===== src/rtl/hilo_muldiv.sv =====
// hilo_muldiv
// Iterative multiply/divide engine owning the HI/LO register pair.
// A multiply is a shift-add over WIDTH cycles; a divide is restoring division
// over WIDTH cycles. A final FIX cycle applies the sign correction and writes
// HI/LO. Start to result is WIDTH+1 edges.
//
// Ports:
//   clk, reset           : clock and synchronous active-high reset
//   start, op_div, sign  : launch request (IDLE only), 1 = divide, 1 = signed
//   A, B                 : multiplicand/dividend, multiplier/divisor
//   mthi, mtlo, wdata    : direct HI/LO writes (IDLE only, start has priority)
//   busy                 : operation in flight (combinational from state)
//   done                 : one-cycle pulse after HI/LO take a result
//   div_by_zero          : last divide had B = 0; held until next start/reset
//   outHI, outLO         : HI and LO registers
module hilo_muldiv #(
  parameter int WIDTH = 32
) (
  input  logic             clk,
  input  logic             reset,
  input  logic             start,
  input  logic             op_div,
  input  logic             sign,
  input  logic [WIDTH-1:0] A,
  input  logic [WIDTH-1:0] B,
  input  logic             mthi,
  input  logic             mtlo,
  input  logic [WIDTH-1:0] wdata,
  output logic             busy,
  output logic             done,
  output logic             div_by_zero,
  output logic [WIDTH-1:0] outHI,
  output logic [WIDTH-1:0] outLO
);

  typedef enum logic [1:0] {IDLE, CALC, FIX} state_t;

  state_t               state_q, state_d;
  logic [5:0]           cnt_q, cnt_d;
  logic                 op_div_q, op_div_d;
  logic                 prod_neg_q, prod_neg_d;   // product / quotient sign
  logic                 rem_neg_q, rem_neg_d;     // remainder follows dividend
  logic                 b_zero_q, b_zero_d;
  logic [WIDTH-1:0]     orig_a_q, orig_a_d;       // raw A for divide-by-zero HI
  // Multiply: running product. Divide: {remainder, dividend/quotient}.
  logic [2*WIDTH-1:0]   acc_q, acc_d;
  logic [2*WIDTH-1:0]   mcand_q, mcand_d;         // shifted multiplicand
  logic [WIDTH-1:0]     mplier_q, mplier_d;       // multiplier, or divisor
  logic [WIDTH-1:0]     hi_q, hi_d;
  logic [WIDTH-1:0]     lo_q, lo_d;
  logic                 done_q, done_d;
  logic                 dbz_q, dbz_d;

  logic [WIDTH-1:0]     a_abs, b_abs;
  logic [WIDTH:0]       trial;
  logic [2*WIDTH-1:0]   acc_neg;
  logic [WIDTH-1:0]     quo, rem;

  assign a_abs = (sign && A[WIDTH-1]) ? -A : A;
  assign b_abs = (sign && B[WIDTH-1]) ? -B : B;

  // Trial subtraction on the left-shifted remainder (top WIDTH+1 bits of acc).
  // Bit WIDTH set means the difference went negative, so restore.
  assign trial   = acc_q[2*WIDTH-1:WIDTH-1] - {1'b0, mplier_q};
  assign acc_neg = -acc_q;
  assign quo     = acc_q[WIDTH-1:0];
  assign rem     = acc_q[2*WIDTH-1:WIDTH];

  always_comb begin
    state_d    = state_q;
    cnt_d      = cnt_q;
    op_div_d   = op_div_q;
    prod_neg_d = prod_neg_q;
    rem_neg_d  = rem_neg_q;
    b_zero_d   = b_zero_q;
    orig_a_d   = orig_a_q;
    acc_d      = acc_q;
    mcand_d    = mcand_q;
    mplier_d   = mplier_q;
    hi_d       = hi_q;
    lo_d       = lo_q;
    done_d     = 1'b0;
    dbz_d      = dbz_q;

    case (state_q)
      IDLE: begin
        if (start) begin
          state_d    = CALC;
          cnt_d      = '0;
          op_div_d   = op_div;
          prod_neg_d = sign & (A[WIDTH-1] ^ B[WIDTH-1]);
          rem_neg_d  = sign & A[WIDTH-1];
          b_zero_d   = (B == '0);
          orig_a_d   = A;
          acc_d      = op_div ? {{WIDTH{1'b0}}, a_abs} : '0;
          mcand_d    = {{WIDTH{1'b0}}, a_abs};
          mplier_d   = b_abs;
          dbz_d      = 1'b0;
        end else begin
          if (mthi) hi_d = wdata;
          if (mtlo) lo_d = wdata;
        end
      end

      CALC: begin
        if (op_div_q) begin
          if (trial[WIDTH]) begin
            acc_d = {acc_q[2*WIDTH-2:0], 1'b0};
          end else begin
            acc_d = {trial[WIDTH-1:0], acc_q[WIDTH-2:0], 1'b1};
          end
        end else begin
          if (mplier_q[0]) acc_d = acc_q + mcand_q;
          mcand_d  = mcand_q << 1;
          mplier_d = mplier_q >> 1;
        end
        cnt_d = cnt_q + 6'd1;
        if (cnt_q == 6'(WIDTH - 1)) state_d = FIX;
      end

      FIX: begin
        if (op_div_q) begin
          if (b_zero_q) begin
            lo_d = '1;
            hi_d = orig_a_q;
          end else begin
            lo_d = prod_neg_q ? -quo : quo;
            hi_d = rem_neg_q ? -rem : rem;
          end
        end else begin
          {hi_d, lo_d} = prod_neg_q ? acc_neg : acc_q;
        end
        dbz_d   = op_div_q & b_zero_q;
        done_d  = 1'b1;
        state_d = IDLE;
      end

      default: state_d = IDLE;
    endcase
  end

  always_ff @(posedge clk) begin
    if (reset) begin
      state_q    <= IDLE;
      cnt_q      <= '0;
      op_div_q   <= 1'b0;
      prod_neg_q <= 1'b0;
      rem_neg_q  <= 1'b0;
      b_zero_q   <= 1'b0;
      orig_a_q   <= '0;
      acc_q      <= '0;
      mcand_q    <= '0;
      mplier_q   <= '0;
      hi_q       <= '0;
      lo_q       <= '0;
      done_q     <= 1'b0;
      dbz_q      <= 1'b0;
    end else begin
      state_q    <= state_d;
      cnt_q      <= cnt_d;
      op_div_q   <= op_div_d;
      prod_neg_q <= prod_neg_d;
      rem_neg_q  <= rem_neg_d;
      b_zero_q   <= b_zero_d;
      orig_a_q   <= orig_a_d;
      acc_q      <= acc_d;
      mcand_q    <= mcand_d;
      mplier_q   <= mplier_d;
      hi_q       <= hi_d;
      lo_q       <= lo_d;
      done_q     <= done_d;
      dbz_q      <= dbz_d;
    end
  end

  assign busy        = (state_q != IDLE);
  assign done        = done_q;
  assign div_by_zero = dbz_q;
  assign outHI       = hi_q;
  assign outLO       = lo_q;

endmodule


===== config.mk =====
export PLATFORM = sky130hd
export DESIGN_NAME = hilo_muldiv
export DESIGN_NICKNAME = d
export VERILOG_FILES = /design/src/rtl/hilo_muldiv.sv
export SDC_FILE = /design/constraint.sdc
export NUM_CORES = 1
export LEC_CHECK = 0
export ABC_AREA = 1
export CORE_MARGIN = 8
export CORE_UTILIZATION = 35
export DETAILED_ROUTE_END_ITERATION = 10
export REMOVE_ABC_BUFFERS = 1
export SYNTH_ARGS = -nofsm -noshare
export SYNTH_HDL_FRONTEND = slang
export SYNTH_SLANG_ARGS = --single-unit

===== constraint.sdc =====
create_clock -name clk -period 6.85 [get_ports clk]
set_input_delay 1.37 -clock clk [delete_from_list [all_inputs] [get_ports clk]]
set_output_delay 1.37 -clock clk [all_outputs]
set_load 0.02 [all_outputs]

Yosys cells after proc, flatten, opt, wreduce, memory -nomap -nowiden

Index checks and enable logic that the tools add are counted.
Widths: inputs -> output; s select.

Add/subtract/negate cells: 8
Multipliers: 0
Divide/modulo/power cells: 0
Order comparisons: 0
Equal/unequal tests: 10
Shifts and indexed selects: 0
Muxes and demuxes: 35
Bitwise operators: 4
Reduce and logical (&&, ||, !) cells: 15

Operator list:

| operator            | count |
|---|---|
| $mux 32             | 15 |
| $mux 64             | 7 |
| $pmux 64 s2         | 2 |
| $pmux 32 s2         | 3 |
| $neg 32->32         | 4 |
| $add 64x64->64      | 1 |
| $neg 64->64         | 1 |
| $sub 33x32->33      | 1 |
| $logic_not 32->1    | 1 |
| $ne 2x2->1 const B  | 6 |
| $pmux 6 s2          | 1 |
| $reduce_and 3->1    | 4 |
| $reduce_and 2->1    | 4 |
| $add 6x1->6 const B | 1 |
| $eq 6x5->1 const B  | 1 |
| $mux 6              | 1 |
| $reduce_bool 2->1   | 3 |
| $mux 2              | 2 |
| $pmux 2 s2          | 1 |
| $and 1x1->1         | 3 |
| $ne 3x3->1 const B  | 1 |
| $eq 2x1->1 const B  | 1 |
| $eq 2x2->1 const B  | 1 |
| $logic_and 1x1->1   | 2 |
| 4 further kinds     | 5 |

Register bits: 270
Latch bits: 0
Memory bits (writable): 0
Memory bits (read-only): 0
Output and inout port bits: 67
Logic and storage cells: 86
Memories: 0

Logic depth before layout (Yosys ltp)

Gate-level depths: netlist of the first run.

Word-level depth: 5
Depth in mapped cells: 20

Least setup slack after synthesis of the first run

Ideal clock, no wire load.

Kind: input-to-reg
From: input A[0]
To: register acc_q[14]
Data arrival time: 2818 ps
Setup slack: 3975 ps
Stages on the path: 14
Path through: inv_1 > ha_1 > nand3_1 > nor2_1 > nand2_1 > inv_1 > nand2_1 > nand2_1 > o21ai_0 > a21oi_1 > inv_1 > o21ai_0 > o21bai_1 > inv_1

Longest elaborated chain between the ends: 5

RTL lines:

| item                   | line | text |
|---|---|---|
| start: declaration     | 24   | `input logic [WIDTH-1:0] A,` |
| $neg 32->32            | 59   | `assign a_abs = (sign && A[WIDTH-1]) ? -A : A;` |
| $mux 32                | 59   |  |
| $mux 32                | 95   | `acc_d = op_div ? {{WIDTH{1'b0}}, a_abs} : '0;` |
| $mux 64                | 87   | `if (start) begin` |
| $pmux 64 s2            | 85   | `case (state_q)` |
| end signal: assignment | 151  | `acc_q <= '0;` |
| end signal: assignment | 166  | `acc_q <= acc_d;` |
| end: declaration       | 46   | `logic [2*WIDTH-1:0] acc_q, acc_d;` |

Every way passes these cells. The select of a mux whose other input is x is not followed.
A chain may end at the register's enable or synchronous reset.

Worst setup path in the final report of the first run

From: input sign
To: register acc_q[7]

Longest elaborated chain between the ends: 5

RTL lines:

| item               | line | text |
|---|---|---|
| start: declaration | 23   | `input logic sign,` |
| $logic_and 1x1->1  | 59   |  |
| $mux 32            | 59   |  |
| $mux 32            | 95   |  |
| $mux 64            | 87   |  |
| $pmux 64 s2        | 85   |  |

Every way passes these cells. The select of a mux whose other input is x is not followed.

==> flow_summary_export.csv, run 1 <==
group,metric,value,unit
status,status,"completed",
yosys,synthFlopType,"dfxtp_1",
yosys,synthArstFlopShare,0,%
timing,fin_skew,0.0349,ns
clocking,ctsHoldBuffers,0,
yosys,ys_top_cells_by_area,"dfxtp_1 22%, nand2_1 21%, inv_1 10%",
finish,fin_nets,4843,
timing,final-setup-viol-count,0,
floorplan,io_pins,170,
critical_path,r2r_end,"acc_q[57]",
detailed_routing,drt_iter0_markers,3000,
floorplan,die_area,80600,µm²
detailed_routing,finalWirelength,110,mm
yosys,synth_cell_types,53,
pwr,vdd_drop_max,132,µV
timing,fmax,0.259,GHz
yosys,synth-compound-area-share,18.6,%
critical_path,cp.required,7.28,ns
yosys,synthMuxAreaShare,0,%
floorplan,num_rows,98,
clocking,cts_tree,"built",
clocking,post_cts_buffers,0,
yosys,yosys_warnings,0,
clocking,htreeDepth,2,
worst_hold_path,hold_depth,2,
placement,gp_congestion,1.01,
clocking,clk_pin_slew,0.05,ns
worst_hold_path,hp-start,"orig_a_q[31]",
yosys,synth_top_area_share,21.5,%
pwr,p_leak,14.1,nW
clocking,clock_latency,0.57,ns
worst_hold_path,hold_class,"flip-flop to flip-flop",
critical_path,cp-startpoint,"sign",
critical_path,cp_data_arrival_time,4.30,ns
clocking,cts_buffers,36,
yosys,synth_most_common_cell,"nand2_1",
global_routing,grt_max_degree,100,
floorplan,dieWidth,284,µm
yosys,synth_top_family_by_area,"simple AND/OR/NAND/NOR gates",
critical_path,path_class,"input pin to flip-flop",
critical_path,cp_max_fo,24,
detailed_routing,vias,29800,
global_routing,grt.overflow.total,0,
detailed_routing,drt_first_pass_iters,6,
yosys,synth_adder_area_share,5.14,%
critical_path,r2r_start,"acc_q[32]",
pwr,power,5.71,mW
yosys,synth_xor_area_share,2.89,%
yosys,ys_ff_latch,270,
timing,maxSlewHeadroom,16.5,%
floorplan,coreArea,71200,µm²
timing,fin_crit_sh,56.4,%
placement,place_ws,2.52,ns
timing,whs,0.458,ns
yosys,synth-edff-count,0,
critical_path,r2r_slack,3.49,ns
detailed_routing,drc,0,
global_routing,first_global_vias,27400,
timing,rsz0062_at_grt,"false",
pwr,power_density,198,nW/µm²
timing,period_minus_slack,3.86,ns
clocking,cts_max_path_buffers,3,
flow_run,max_cap_viol_count,0,
yosys,yosysTopAreaCell,"dfxtp_1",
placement,hpwlAfterDp,86.4,mm
detailed_routing,avgRoutedWirePerCell,19.7,µm
timing,worst_pin_slew,1.25,ns
clocking,cts_resized,0,
finish,drive_gt1_share,3.62,%
yosys,synthSimpleGateAreaFrac,38.8,%
clocking,clkSinkCount,270,
placement,port_buffers,169,
finish,fillers,7972,
global_routing,grt_pass1_wl,166,mm
timing,hold_viol_final,0,
detailed_routing,antenna_violating_nets_post_route,0,
finish,area_growth,14.9,%
critical_path,rr_worst_depth,18,
yosys,netlist_area,25100,µm²
yosys,syn-instance-count,4560,
critical_path,cp-start-kind,"input pin",
yosys,synth.cells.most_frequent,"1436 x nand2_1, 674 x inv_1, 435 x a21oi_1",
clocking,cts-root-buf,"clkbuf_16",
global_routing,antenna_found_initial,2,
timing,worst_slack,2.99,ns
detailed_routing,drt-vias-per-instance,5.31,
floorplan,die_h,284,µm
timing,drv_slew,0,
worst_hold_path,worstHoldEndpoint,"orig_a_q[31]",
floorplan,initial_core_util,35.3,%
yosys,syn_avg_cell_area,5.51,µm²
critical_path,worst_setup_path_end_kind,"flip-flop",
yosys,seq_area_frac_synth,21.5,%
global_routing,grtUsageTotal,26.0,%
==> metrics by stage <==
step / instance area, µm² / util [%] / std cells / setup TNS, ns
after floorplan: 24400 / - / 4387 / -23.88
after global placement: 27600 / 38.8 / 5550 / 0
after detailed placement: 27600 / 38.8 / 5550 / 0
after CTS: 28900 / 40.5 / 5614 / 0
after global routing: 28900 / 40.5 / 5614 / 0
final: 28900 / 40.5 / 5616 / 0
==> layout make-up <==
type | instances | area (µm²) | area share (%)
Timing Repair Buffer | 213 | 2020 | 6.99
Clock inverter | 17 | 243 | 0.840
Clock buffer | 47 | 992 | 3.43
Sequential cell | 270 | 5410 | 18.7
Tap cell | 950 | 1190 | 4.11
Inverter | 682 | 2560 | 8.88
Antenna cell | 2 | 5.00 | 0.0173
Multi-Input combinational cell | 3435 | 16500 | 57.0
==> logic make-up (layout without fill, tap and decap cells) <==
| kind of cell | Yosys count | after routing |
|---|---|---|
| XOR/XNOR | 83 | 83 |
| AND/OR/NAND/NOR | 2373 | 2373 |
| flip-flops | 270 | 270 |
| AO/OA/AOI/OAI | 877 | 877 |
| adder cells (fa/ha/maj) | 102 | 102 |
| buffers and inverters | 855 | 959 |
| other | 0 | 2 |
==> layout by cell type (no fill, tap or decap), types with 52 or more instances in the layout <==
cell type / count
nand2_1: 1435
inv_1: 672
a21oi_1: 434
nor2_1: 432
nand3_1: 321
o21ai_0: 307
dfxtp_1: 268
clkdlybuf4s50_1: 168
ha_1: 100
xor2_1: 79
nor3_1: 52
==> state kept, by name, indices dropped and copies added (netlist names) <==
| signal | cells |
|---|---|
| op_div_q | 1 |
| state_q | 2 |
| div_by_zero | 1 |
| outHI | 32 |
| mplier_q | 32 |
| acc_q | 64 |
| cnt_q | 6 |
| mcand_q | 64 |
| prod_neg_q | 1 |
| done | 1 |
| b_zero_q | 1 |
| outLO | 32 |
| rem_neg_q | 1 |
| orig_a_q | 32 |
==> power breakdown <==
| part | leakage [nW] | internal [mW] | switching, mW | total, mW |
|---|---|---|---|---|
| combinational | 11.3 | 0.584 | 1.30 | 1.88 |
| sequential | 2.22 | 1.68 | 0.135 | 1.82 |
| clock | 0.605 | 1.22 | 0.794 | 2.01 |
| total | 14.1 | 3.48 | 2.23 | 5.71 |
==> critical path: stages <==
cell and delay [ns]:
clkdlybuf4s50_1 0.59, nand2_1 0.58, inv_1 0.57, buf_4 0.38, nand2_1 0.11, o21ai_0 0.10, and2_1 0.17, nor2_1 0.04
inv_1 0.07, o21ai_0 0.07, o211ai_1 0.18, inv_1 0.05
==> layer usage <==
| layer | vias up | global-route usage (%) | routed length [µm] |
|---|---|---|---|
| li1 | 14700 | - | - |
| met1 | 13500 | 34.1 | 47400 |
| met2 | 1323 | 41.5 | 48200 |
| met3 | 263 | 4.52 | 9330 |
| met4 | 2 | 11.2 | 5400 |
| met5 | - | 0 | 11 |
==> worst max-delay path by stage <==
stage,endpoint
after floorplan,mplier_q[0]
final,acc_q[7]
after global placement,acc_q[7]
after detailed placement,acc_q[7]
after CTS,acc_q[7]
after global routing,acc_q[29]
Power figures use the tool's default switching activity.
==> inputs of run 2 (changes only) <==
==> constraint.sdc (replaced) <==
create_clock -name clk -period 3.27 [get_ports clk]
set_input_delay 0.654 -clock clk [delete_from_list [all_inputs] [get_ports clk]]
set_output_delay 0.654 -clock clk [all_outputs]
set_load 0.02 [all_outputs]
==> run 2 against run 1 <==
  * Cell area grew 1.7%
  * Clock skew decreased by 0.0047 ns
  * Combinational power grew 120%
  * Highest routed layer is now met4
  * Critical path type is now flip-flop to flip-flop
  * First-iteration DRC count decreased by 0.77%
  * Worst setup slack lost 2.7 ns
  * Largest power group is now combinational logic
  * Global-route usage is 0.86 points higher
  * Largest cell class unchanged
  * Die area is the same
==> flow_summary_export.csv, run 2 (synthesis gave the netlist of run 1 again) <==
group,metric,value,unit
timing,fin_crit_sh,90.4,%
flow_run,max_cap_viol_count,0,
timing,fin_skew,0.0302,ns
timing,fmax,0.338,GHz
clocking,clk_pin_slew,0.06,ns
critical_path,crit_chain,"ha_1, nand2_1, nor2_1, nand2_1, nor2_1, nand3_1, nand4_1, nand3_1, nand3_1, a21oi_1",
critical_path,slowest_stage,"dfxtp_1",
timing,final-setup-viol-count,0,
critical_path,worst_setup_path_end_kind,"flip-flop",
pwr,power_density,405,nW/µm²
detailed_routing,finalWirelength,114,mm
floorplan,io_pins,170,
global_routing,grtUsageMet2,43.6,%
timing,worst_pin_slew,1.15,ns
placement,hpwlAfterDp,91.3,mm
pwr,p_leak,14.4,nW
worst_hold_path,worstHoldEndpoint,"mplier_q[3]",
finish,drive_gt1_share,4.87,%
worst_hold_path,hold_class,"flip-flop to flip-flop",
finish,fin_nets,4907,
detailed_routing,drt-vias-per-instance,5.28,
critical_path,cp.required,3.68,ns
clocking,ctsHoldBuffers,0,
finish,fillers,8062,
critical_path,path_class,"flip-flop to flip-flop",
detailed_routing,drt_first_pass_iters,5,
clocking,clkSinkCount,270,
status,status,"completed",
detailed_routing,drt_iter0_markers,2977,
critical_path,cp-start-kind,"flip-flop",
global_routing,top_usage_layer,"met2",
global_routing,met3_usage,3.63,%
finish,area_growth,16.9,%
global_routing,grt_pass1_wl,170,mm
finish,top_regs,"acc_q x64, mcand_q x64",
finish,final_common_cell,"nand2_1",
timing,rsz0062_at_grt,"false",
global_routing,grt.overflow.total,0,
clocking,cts_resized,0,
detailed_routing,avgRoutedWirePerCell,20.1,µm
finish,fin_area,29400,µm²
timing,drv_slew,0,
floorplan,num_rows,98,
detailed_routing,vias,30000,
global_routing,grt_use_met1,35.7,%
placement,dpl_cell_area,28300,µm²
detailed_routing,drc,0,
global_routing,antenna_found_initial,1,
floorplan,initial_core_util,35.3,%
timing,hold_viol_final,0,
critical_path,rr_worst_depth,10,
worst_hold_path,hp-start,"mplier_q[3]",
critical_path,cp_max_fo,9,
clocking,cts_tree,"built",
clocking,cts-root-buf,"clkbuf_16",
global_routing,grtUsageTotal,26.8,%
timing,final.setup.tns,0,ns
pwr,vdd_drop_max,317,µV
finish,stdcell_count,5675,
critical_path,cp-startpoint,"acc_q[35]",
finish,antenna_cells,0,
timing,period_minus_slack,2.96,ns
critical_path,r2r_start,"acc_q[35]",
placement,gp_congestion,1.01,
placement,port_buffers,169,
critical_path,cp_data_arrival_time,3.37,ns
global_routing,grt_max_degree,108,
timing,maxSlewHeadroom,23.5,%
clocking,post_cts_buffers,0,
critical_path,r2r_end,"acc_q[37]",
global_routing,first_global_vias,27400,
floorplan,die_h,284,µm
critical_path,critical-path-max-stage-delay,0.63,ns
floorplan,dieWidth,284,µm
clocking,cts_max_path_buffers,3,
finish,fin_util,41.2,%
detailed_routing,antenna_violating_nets_post_route,0,
clocking,htreeDepth,2,
critical_path,crit_top_cell,"nand3_1",
worst_hold_path,hold_depth,2,
clocking,clock_latency,0.57,ns
floorplan,coreArea,71200,µm²
finish,final_cell_mix,"1435 x nand2_1, 672 x inv_1, 434 x a21oi_1, 432 x nor2_1, 321 x nand3_1",
critical_path,r2r_slack,0.31,ns
placement,dp.cells,5616,
floorplan,die_area,80600,µm²
clocking,cts_buffers,34,
==> run 2: cell count changes in the layout (fill, tap and decap cells not counted), moves of 2 or more <==
cell / before / now
buf_4: 45 / 101
buf_12: 0 / 10
clkinv_4: 3 / 0
bufinv_16: 5 / 3
clkbuf_16: 36 / 34
diode_2: 2 / 0
==> run 2: how the worst max path moves through the flow <==
stage                              to  slack, ns  cells after the start
final                       acc_q[37]       0.31                     10
after global routing        acc_q[47]       0.16                     18
after CTS                   acc_q[37]       0.38                     10
after detailed placement    acc_q[14]       0.23                     15
after global placement      acc_q[14]       0.29                     15
after floorplan           mplier_q[0]      -3.97                      5
==> run 2: critical path: cells and delay by family, from the launching register on <==
family,cells,cell delay (ns)
AO/OA/AOI/OAI,1,0.07
adder cells (fa/ha/maj),1,0.32
flip-flops,1,0.63
AND/OR/NAND/NOR,8,1.77
==> run 2: cell type report <==
class | count | area, µm² | share of cell area (%)
inverter | 682 | 2560 | 8.73
timing repair buffer | 279 | 2640 | 8.98
clock inverter | 14 | 174 | 0.592
multi-input combinational | 3435 | 16500 | 56.0
sequential | 270 | 5410 | 18.4
tap | 950 | 1190 | 4.05
clock buffer | 45 | 942 | 3.21
==> run 2: power by group <==
part	leakage, nW	internal [mW]	switching [mW]
registers	2.22	3.53	0.241
clock network	0.545	2.28	1.68
logic	11.7	1.33	2.83
total	14.4	7.14	4.75
==> run 2: per-stage QoR <==
stage,hold WS (ns),total power [mW],worst slack [ns]
after global placement,0.447,7.91,0.288
after CTS,0.463,11.9,0.381
after global routing,0.483,12.5,0.164
after detailed placement,0.454,7.91,0.228
final,0.463,11.9,0.315
after floorplan,0.432,6.25,-3.97
==> run 2: routing by layer <==
metal	wire, µm	up-vias
met5	0	-
met4	5100	0
met3	8720	225
met2	50500	1243
met1	49600	13600
li1	-	14900
